--- config.mk ---
export PLATFORM = sky130hd
export DESIGN_NAME = pipe_hazard_ctrl
export DESIGN_NICKNAME = d
export VERILOG_FILES = /design/src/rtl/pipe_ctrl_pkg.sv /design/src/rtl/load_use_detect.sv /design/src/rtl/pipe_hazard_ctrl.sv
export SDC_FILE = /design/constraint.sdc
export NUM_CORES = 1
export LEC_CHECK = 0
export BUFFER_PORTS_ARGS = -buffer_cell sky130_fd_sc_hd__buf_2
export CORE_ASPECT_RATIO = 1.25
export CORE_MARGIN = 1.5
export CORE_UTILIZATION = 30
export CTS_CLUSTER_SIZE = 16
export DETAILED_ROUTE_END_ITERATION = 10
export PLACE_DENSITY = 0.58
export SLEW_MARGIN = 5
export SYNTH_ARGS = -nofsm -noshare
export SYNTH_HDL_FRONTEND = slang
export SYNTH_HIERARCHICAL = 1
export SYNTH_SLANG_ARGS = --single-unit
--- constraint.sdc ---
create_clock -name clk -period 3.05 [get_ports clk]
set_clock_uncertainty 0.1 [all_clocks]
set_input_delay 0.1525 -clock clk [delete_from_list [all_inputs] [get_ports clk]]
set_output_delay 0.1525 -clock clk [all_outputs]
set_load 0.02 [all_outputs]
--- src/rtl/pipe_ctrl_pkg.sv ---
// Shared types for the pipeline hazard sequencer.
package pipe_ctrl_pkg;

    localparam int unsigned CtrlStateW = 2;

    // Encodings are visible on the debug port, so they are fixed explicitly.
    typedef enum logic [CtrlStateW-1:0] {
        StRun     = 2'd0,
        StIwait   = 2'd1,
        StDwait   = 2'd2,
        StDiscard = 2'd3
    } ctrl_state_e;

endpackage

--- src/rtl/load_use_detect.sv ---
// Load-use hazard comparator: the load in EX writes a register the ID instruction reads.
module load_use_detect #(
    parameter int unsigned REG_ADDR_W = 5
) (
    input  logic                  idex_memread,
    input  logic [REG_ADDR_W-1:0] idex_rd,
    input  logic [REG_ADDR_W-1:0] ifid_rs1,
    input  logic [REG_ADDR_W-1:0] ifid_rs2,
    input  logic                  ifid_use_rs2,
    output logic                  load_use
);

    logic rd_nonzero;
    logic hit_rs1;
    logic hit_rs2;

    // x0 is hardwired, so a load targeting it never creates a dependency.
    always_comb begin
        rd_nonzero = (idex_rd != '0);
        hit_rs1    = (idex_rd == ifid_rs1);
        hit_rs2    = ifid_use_rs2 && (idex_rd == ifid_rs2);
        load_use   = idex_memread && rd_nonzero && (hit_rs1 || hit_rs2);
    end

endmodule

--- src/rtl/pipe_hazard_ctrl.sv ---
// Stall/flush sequencer for the 5-stage pipeline with saturating stall and flush counters.
module pipe_hazard_ctrl
    import pipe_ctrl_pkg::*;
#(
    parameter int unsigned REG_ADDR_W = 5,
    parameter int unsigned CNT_W      = 32
) (
    input  logic                  clk,
    input  logic                  rst,
    input  logic [REG_ADDR_W-1:0] ifid_rs1,
    input  logic [REG_ADDR_W-1:0] ifid_rs2,
    input  logic                  ifid_use_rs2,
    input  logic                  idex_memread,
    input  logic [REG_ADDR_W-1:0] idex_rd,
    input  logic                  branch_taken,
    input  logic                  imem_ready,
    input  logic                  dmem_busy,
    output logic                  pc_write,
    output logic                  ifid_write,
    output logic                  ifid_flush,
    output logic                  idex_flush,
    output logic                  pipe_freeze,
    output logic [1:0]            ctrl_state,
    output logic [CNT_W-1:0]      stall_cnt,
    output logic [CNT_W-1:0]      flush_cnt
);

    localparam logic [CNT_W-1:0] CntMax = {CNT_W{1'b1}};

    ctrl_state_e      state_q, state_d;
    logic [CNT_W-1:0] stall_q, stall_d;
    logic [CNT_W-1:0] flush_q, flush_d;
    logic             load_use;
    logic             redirect;

    load_use_detect #(
        .REG_ADDR_W(REG_ADDR_W)
    ) u_load_use_detect (
        .idex_memread(idex_memread),
        .idex_rd     (idex_rd),
        .ifid_rs1    (ifid_rs1),
        .ifid_rs2    (ifid_rs2),
        .ifid_use_rs2(ifid_use_rs2),
        .load_use    (load_use)
    );

    // Fixed-priority decode of hazards into pipeline controls and next state.
    always_comb begin
        pc_write    = 1'b0;
        ifid_write  = 1'b0;
        ifid_flush  = 1'b0;
        idex_flush  = 1'b0;
        pipe_freeze = 1'b0;
        redirect    = 1'b0;
        state_d     = state_q;

        if (rst) begin
            state_d = StRun;
        end else if (state_q == StDiscard) begin
            // Wrong-path fetch still outstanding; the branch input has no valid source here.
            ifid_flush  = 1'b1;
            pipe_freeze = dmem_busy;
            state_d     = imem_ready ? StRun : StDiscard;
        end else if (dmem_busy) begin
            // EX is held, so any branch resolution there is not yet real.
            pipe_freeze = 1'b1;
            state_d     = StDwait;
        end else if (branch_taken) begin
            pc_write   = 1'b1;
            ifid_flush = 1'b1;
            idex_flush = 1'b1;
            redirect   = 1'b1;
            state_d    = imem_ready ? StRun : StDiscard;
        end else if (load_use) begin
            idex_flush = 1'b1;
            state_d    = StRun;
        end else if (!imem_ready) begin
            ifid_flush = 1'b1;
            state_d    = StIwait;
        end else begin
            pc_write   = 1'b1;
            ifid_write = 1'b1;
            state_d    = StRun;
        end
    end

    // Saturating counter next-state.
    always_comb begin
        stall_d = stall_q;
        flush_d = flush_q;
        if (!rst && !pc_write && (stall_q != CntMax)) begin
            stall_d = stall_q + 1'b1;
        end
        if (redirect && (flush_q != CntMax)) begin
            flush_d = flush_q + 1'b1;
        end
    end

    // State and counter registers with synchronous reset.
    always_ff @(posedge clk) begin
        if (rst) begin
            state_q <= StRun;
            stall_q <= '0;
            flush_q <= '0;
        end else begin
            state_q <= state_d;
            stall_q <= stall_d;
            flush_q <= flush_d;
        end
    end

    // Debug and counter outputs read as idle while reset is held.
    always_comb begin
        ctrl_state = rst ? StRun : state_q;
        stall_cnt  = rst ? '0 : stall_q;
        flush_cnt  = rst ? '0 : flush_q;
    end

endmodule

# == After elaboration in Yosys (flattened, before gate mapping) ==
# Cells that the tools add are included.
# totals
reg_bits,66
latch_bits,0
ramBits,0
rom_bits,0
inputBits,22
output_inout_bits,71
elab_cells,57
mem_count,0
# classes
n_addsub,2
n_mul,0
div_mod_pow,0
order_cmp,0
n_eq_ne,5
shift,0
muxes,37
n_bitwise,0
n_reduce_logical,10
# op_table
cell,n
$add A32 B1 Y32 const B,2
$mux W32,2
$ne A32 B32 Y1 const B,2
$mux W1,30
$eq A5 B5 Y1,2
$mux W2,5
$logic_and A1 B1 Y1,6
$reduce_bool A5 Y1,1
$eq A2 B2 Y1 const B,1
$logic_not A1 Y1,2
$logic_or A1 B1 Y1,1

# == Longest topological paths before layout ==
# depth
depth_word,12
ltp_mapped,10

# == By module ==
# Netlist, hierarchy kept.
# modules_own_cells
mod,instances,cells_per_inst,area_each_um2,seq_area_each_um2
pipe_hazard_ctrl,1,479,3844.9,1321.3
load_use_detect,1,17,132.6,0.0

# == Worst setup path after synthesis ==
# No wires, ideal clock.
# synth_timing
path_kind,input to register
startpoint,in idex_rd[3]
endpoint,reg stall_q[27]
arrival_ps,2180
path_slack_ps,649
cell_stages,9
path_buffers,0
path_cell_list,xor2_1 nor4_2 nand3_1 a21oi_1 nor2b_1 o21ai_1 nand2_1 nor4b_1 mux2_2
# synth_between
elab_chain_cells,12
# synth_lines
item,line,rtl
start: declaration,pipe_hazard_ctrl.sv:14,"input logic [REG_ADDR_W-1:0] idex_rd,"
$eq A5 B5 Y1,load_use_detect.sv:21,hit_rs2 = ifid_use_rs2 && (idex_rd == ifid_rs2);
$logic_and A1 B1 Y1,load_use_detect.sv:21,
$logic_or A1 B1 Y1,load_use_detect.sv:22,load_use = idex_memread && rd_nonzero && (hit_rs1 || hit_rs2);
$logic_and A1 B1 Y1 *,load_use_detect.sv:22,
named net load_use,pipe_hazard_ctrl.sv:33,logic load_use;
$mux W1 *,pipe_hazard_ctrl.sv:74,end else if (load_use) begin
$mux W1 *,pipe_hazard_ctrl.sv:68,end else if (branch_taken) begin
$mux W1 *,pipe_hazard_ctrl.sv:64,end else if (dmem_busy) begin
$mux W1 *,pipe_hazard_ctrl.sv:59,end else if (state_q == StDiscard) begin
$mux W1 *,pipe_hazard_ctrl.sv:57,if (rst) begin
$logic_not A1 Y1 *,pipe_hazard_ctrl.sv:91,if (!rst && !pc_write && (stall_q != CntMax)) begin
$logic_and A1 B1 Y1 * (2 in series),pipe_hazard_ctrl.sv:91,
end signal: assignment,pipe_hazard_ctrl.sv:107,stall_q <= stall_d;
end: declaration,pipe_hazard_ctrl.sv:31,"logic [CNT_W-1:0] stall_q, stall_d;"
# Mark *: on every way through the listed nets, which the timed path passes. The rest lies on a longest branch.
# A chain may end at the register's enable or synchronous reset.

# == Worst setup path after layout ==
# layout_timing
startpoint,reg stall_q[0]
endpoint,reg stall_q[22]
# layout_between
elab_chain_cells,2
# layout_lines
item
branches (longest 2 deep; another with $add A32 B1 Y32)
# Several ways; the timed one is not identified.

==> tab_implementation.tex <==
\begin{tabular}{lr}
\hline
Metric & Value \\
\hline
\multicolumn{2}{l}{\textbf{Detailed routing}} \\
Top routing layer in use & met4 \\
WL met1 & 4635 um \\
Routed met2 length & 5570 um \\
Antenna viol nets, final & 0 \\
Routed length per instance & 14.37 um \\
Length of routed met3 wiring & 494 um \\
DRC Markers & 0 \\
Detailed router's first-iteration violation count & 199 \\
Total vias in the final route & 4008 \\
Vias/cell & 5.288 \\
Routed Wire Length & 10890 um \\
Router iterations before antenna repair & 4 \\
\multicolumn{2}{l}{\textbf{Timing}} \\
Share of the cycle needed by the critical path after routing & 88.27\% \\
Hold Violations, Final & 0 \\
Final setup violating endpoints & 0 \\
Highest attainable clock frequency & 0.3715 GHz \\
Max-slew violation count & 0 \\
Time the final worst path needs with I/O delays and setup & 2.692 ns \\
Worst-Margin Slew & 0.6359 ns \\
Relative max-transition margin & 57.60\% \\
Total Neg Setup Slack & 0 ns \\
RSZ-0062 raised after global routing & no \\
\multicolumn{2}{l}{\textbf{CTS}} \\
Clock transition at path regs & 0.06 ns \\
Sinks on the clock net & 66 \\
Worst-Skew Late Latency & 0.33 ns \\
Root buffer cell & sky130\_fd\_sc\_hd\_\_clkbuf\_16 \\
Deepest clock path buffer count & 2 \\
TritonCTS Buffers & 9 \\
H-Tree Depth & 3 \\
CTS tree & yes \\
Count of instances resized after the clock tree is built & 0 \\
\multicolumn{2}{l}{\textbf{Cells and area}} \\
Number of inserted diodes & 0 \\
Proportion of layout cells with a drive suffix above 1 & 24.92\% \\
Layout overhead on the synthesized area & 23.94\% \\
Finished Cell Area & 0.004930 mm2 \\
Fin nets & 609 \\
\multicolumn{2}{l}{\textbf{Setup path}} \\
Maximum fanout encountered on the critical timing path & 13 \\
Worst reg-to-reg setup slack & 0.36 ns \\
Critical path capture point type & register \\
Type of element launching the critical path & register \\
Worst R2R Path Depth & 6 \\
WP data arrival & 2.80 ns \\
Slowest CP cell & sky130\_fd\_sc\_hd\_\_nor3\_1 \\
Worst-path cell chain & ha\_1 > nand3\_1 > nor3\_1 > nand3\_1 > nor4bb\_1 > mux2\_1 \\
Startpoint of the worst register-to-register path & stall\_q[0] \\
Crit path buffers/inverters & 0 \\
Endpoint of the worst register-to-register path & stall\_q[22] \\
Worst Path Class, Setup & reg -> reg \\
Largest delay contributor family on the critical path & simple AND/OR/NAND/NOR gates \\
Required time at the worst-slack endpoint & 3.16 ns \\
Biggest cell delay along the critical path & 0.47 ns \\
Crit path top cell by count & sky130\_fd\_sc\_hd\_\_nand3\_1 \\
\multicolumn{2}{l}{\textbf{Synthesis}} \\
Top cell types by occurrence after synthesis & sky130\_fd\_sc\_hd\_\_dfxtp\_1, sky130\_fd\_sc\_hd\_\_nor2b\_1, sky130\_fd\_sc\_hd\_\_nor2\_1, sky130\_fd\_sc\_hd\_\_nand2\_1, sky130\_fd\_sc\_hd\_\_a21oi\_1 \\
Largest area contributor in the netlist & sky130\_fd\_sc\_hd\_\_dfxtp\_1 \\
Register area share after synthesis & 33.22\% \\
Syn. warnings & 6 \\
Most instantiated flip-flop cell in the synthesis netlist & sky130\_fd\_sc\_hd\_\_dfxtp\_1 \\
Most frequently used cell type in the post-synthesis netlist & sky130\_fd\_sc\_hd\_\_dfxtp\_1 \\
Post-Synthesis Mean Instance Area & 8.019 um2 \\
Register bit total from synthesis & 66 \\
Net Count, Synth & 520 \\
Mapped Area & 0.003978 mm2 \\
EDFF count, synth & 0 \\
Syn Inst Count & 496 \\
Ys async rst share & 0\% \\
Synth top area cells & sky130\_fd\_sc\_hd\_\_dfxtp\_1, sky130\_fd\_sc\_hd\_\_nor2b\_1, sky130\_fd\_sc\_hd\_\_mux2\_2, sky130\_fd\_sc\_hd\_\_o31ai\_1, sky130\_fd\_sc\_hd\_\_nor2\_1 \\
Area share of the largest cell type after synthesis & 33.22\% \\
Count of unique library cells instantiated by Yosys & 50 \\
\multicolumn{2}{l}{\textbf{Power and ir drop}} \\
Switching power share of the total & 23.08\% \\
Power share of the sequential group & 42.4\% \\
Worst vdd ir & 0.1891 mV \\
Pwr dens & 421.7 mW/mm2 \\
Combinational fraction of design power & 6.6\% \\
Clock share of power & 51.0\% \\
Net switching power figure & 479.9 uW \\
Internal cell power & 1.599 mW \\
Leakage component of the power & 1.935 nW \\
\multicolumn{2}{l}{\textbf{Worst hold path}} \\
Instance count along the most critical hold path & 3 \\
Worst hold endpoint & state\_q[1] \\
Hold WC Path Type & in -> reg \\
Worst min-delay path startpoint & dmem\_busy \\
\multicolumn{2}{l}{\textbf{Die}} \\
Number of core rows & 46 \\
Num ports & 93 \\
Die Area & 0.01396 mm2 \\
Initial standard-cell utilization of the core & 30.99\% \\
Placeable core region & 0.01283 mm2 \\
Floorplan die width & 106.0 um \\
Vert. Die Dim & 131.7 um \\
\multicolumn{2}{l}{\textbf{Global routing}} \\
Via count of the first global-routing pass & 3723 \\
Initial antenna violation count & 0 \\
Pin count of the biggest net entering global routing & 67 \\
Total GRT Usage & 15.36\% \\
Overflow after GRT & 0 \\
Global-route wire length before repair & 17710 um \\
\multicolumn{2}{l}{\textbf{Run}} \\
Maximum Capacitance Violations & 0 \\
\multicolumn{2}{l}{\textbf{Place}} \\
Sum of net half-perimeters after detailed placement & 8082 um \\
Global placement routability congestion & 0.8684 \\
IO buf count & 92 \\
Placed cell area & 0.004621 mm2 \\
\multicolumn{2}{l}{\textbf{Status}} \\
Run status & complete, no violations \\
\hline
\end{tabular}
-- flip-flops by register name (all words and copies together), names as in the netlist --
register,count
stall_q,32
flush_q,32
state_q,2
-- how the worst max path moves through the flow --
stage	cells past startpoint	from	end
floorplan	9	idex_rd[3]	stall_q[27]
detailed placement	11	idex_rd[3]	stall_q[22]
CTS	6	stall_q[0]	stall_q[22]
global route	6	stall_q[0]	stall_q[22]
global placement	11	idex_rd[3]	stall_q[22]
finish	6	stall_q[0]	stall_q[22]
-- power by group through the flow --
| stage | clock network [mW] | logic [mW] | registers (mW) |
|---|---|---|---|
| 3_5_place_dp | 0 | 0.137 | 0.900 |
| 6_report | 1.06 | 0.137 | 0.882 |
| 5_1_grt | 1.11 | 0.152 | 0.883 |
| 3_3_place_gp | 0 | 0.132 | 0.900 |
| 4_1_cts | 1.08 | 0.139 | 0.881 |
| 2_1_floorplan | 0 | 0.0868 | 0.898 |
-- cell usage in the layout, fill, tap and decap left out, types with 3 or more instances in the layout --
cell type	count
sky130_fd_sc_hd__nor4_2	3
sky130_fd_sc_hd__clkbuf_1	3
sky130_fd_sc_hd__nor3_1	18
sky130_fd_sc_hd__or3_1	10
sky130_fd_sc_hd__and3_1	6
sky130_fd_sc_hd__clkbuf_16	9
sky130_fd_sc_hd__buf_4	10
sky130_fd_sc_hd__o31ai_1	23
sky130_fd_sc_hd__o21ai_0	21
sky130_fd_sc_hd__or4_1	20
sky130_fd_sc_hd__nor2b_1	62
sky130_fd_sc_hd__nand2_1	33
sky130_fd_sc_hd__a21oi_1	29
sky130_fd_sc_hd__dfxtp_1	66
sky130_fd_sc_hd__nor2_1	44
sky130_fd_sc_hd__xor2_1	9
sky130_fd_sc_hd__buf_2	91
sky130_fd_sc_hd__and4_1	11
sky130_fd_sc_hd__nor4_1	4
sky130_fd_sc_hd__inv_1	10
sky130_fd_sc_hd__mux2_2	19
sky130_fd_sc_hd__nand3_1	25
sky130_fd_sc_hd__nand4_1	19
sky130_fd_sc_hd__xnor2_1	5
-- cells by family (layout without fill, tap and decap cells) --
logic type               count (synthesis)  after routing  share of synthesized area [%]
AO/OA/AOI/OAI                           90             90                          14.75
adder cells (fa/ha/maj)                  2              2                         0.6290
flip-flops                              66             66                          33.22
multiplexers                            22             22                          6.291
AND/OR/NAND/NOR                        268            268                          38.63
XOR/XNOR                                14             14                          3.083
buffers and inverters                   34            128                          3.398
-- final cells by class --
type / instances / area (um2)
Multi-Input combinational cell: 396 / 2521
Tap cell: 168 / 210.2
Inverter: 10 / 37.54
Clock inverter: 2 / 35.03
Sequential cell: 66 / 1321
Clock buffer: 14 / 264.0
Timing Repair Buffer: 102 / 540.5
Fill cell: 1337 / 7905
-- tightest hold or removal path, delay by kind of cell --
family	cells	cell delay, ns
buf+inv	1	0.14
compound gates	1	0.07
simple gates	1	0.07
-- stage by stage --
stage               hold WS, ns  power, mW  utilization, %  worst slack, ns  std cells
floorplan                0.1216     0.9847               -           0.6493        496
global placement         0.2850      1.032           36.00           0.2878        741
detailed placement       0.2956      1.038           36.00           0.1974        741
CTS                     0.04738      2.098           38.41           0.3639        758
global route            0.07302      2.149           38.41          0.09944        758
finish                  0.04714      2.079           38.41           0.3579        758
-- what timing repair did --
action,4_1_cts,5_1_grt
setup buffers,0,0
endpoints found under the hold margin,1,0
endpoints found under the setup margin,0,0
hold buffers,1,0
-- metal layers --
| metal | vias up | GRT usage [%] |
|---|---|---|
| met4 | 0 | 5.480 |
| met1 | 1888 | 18.18 |
| met3 | 17 | 2.966 |
| li1 | 2014 | - |
| met5 | - | 0 |
| met2 | 89 | 27.34 |
(Power assumes the default switching activity.)
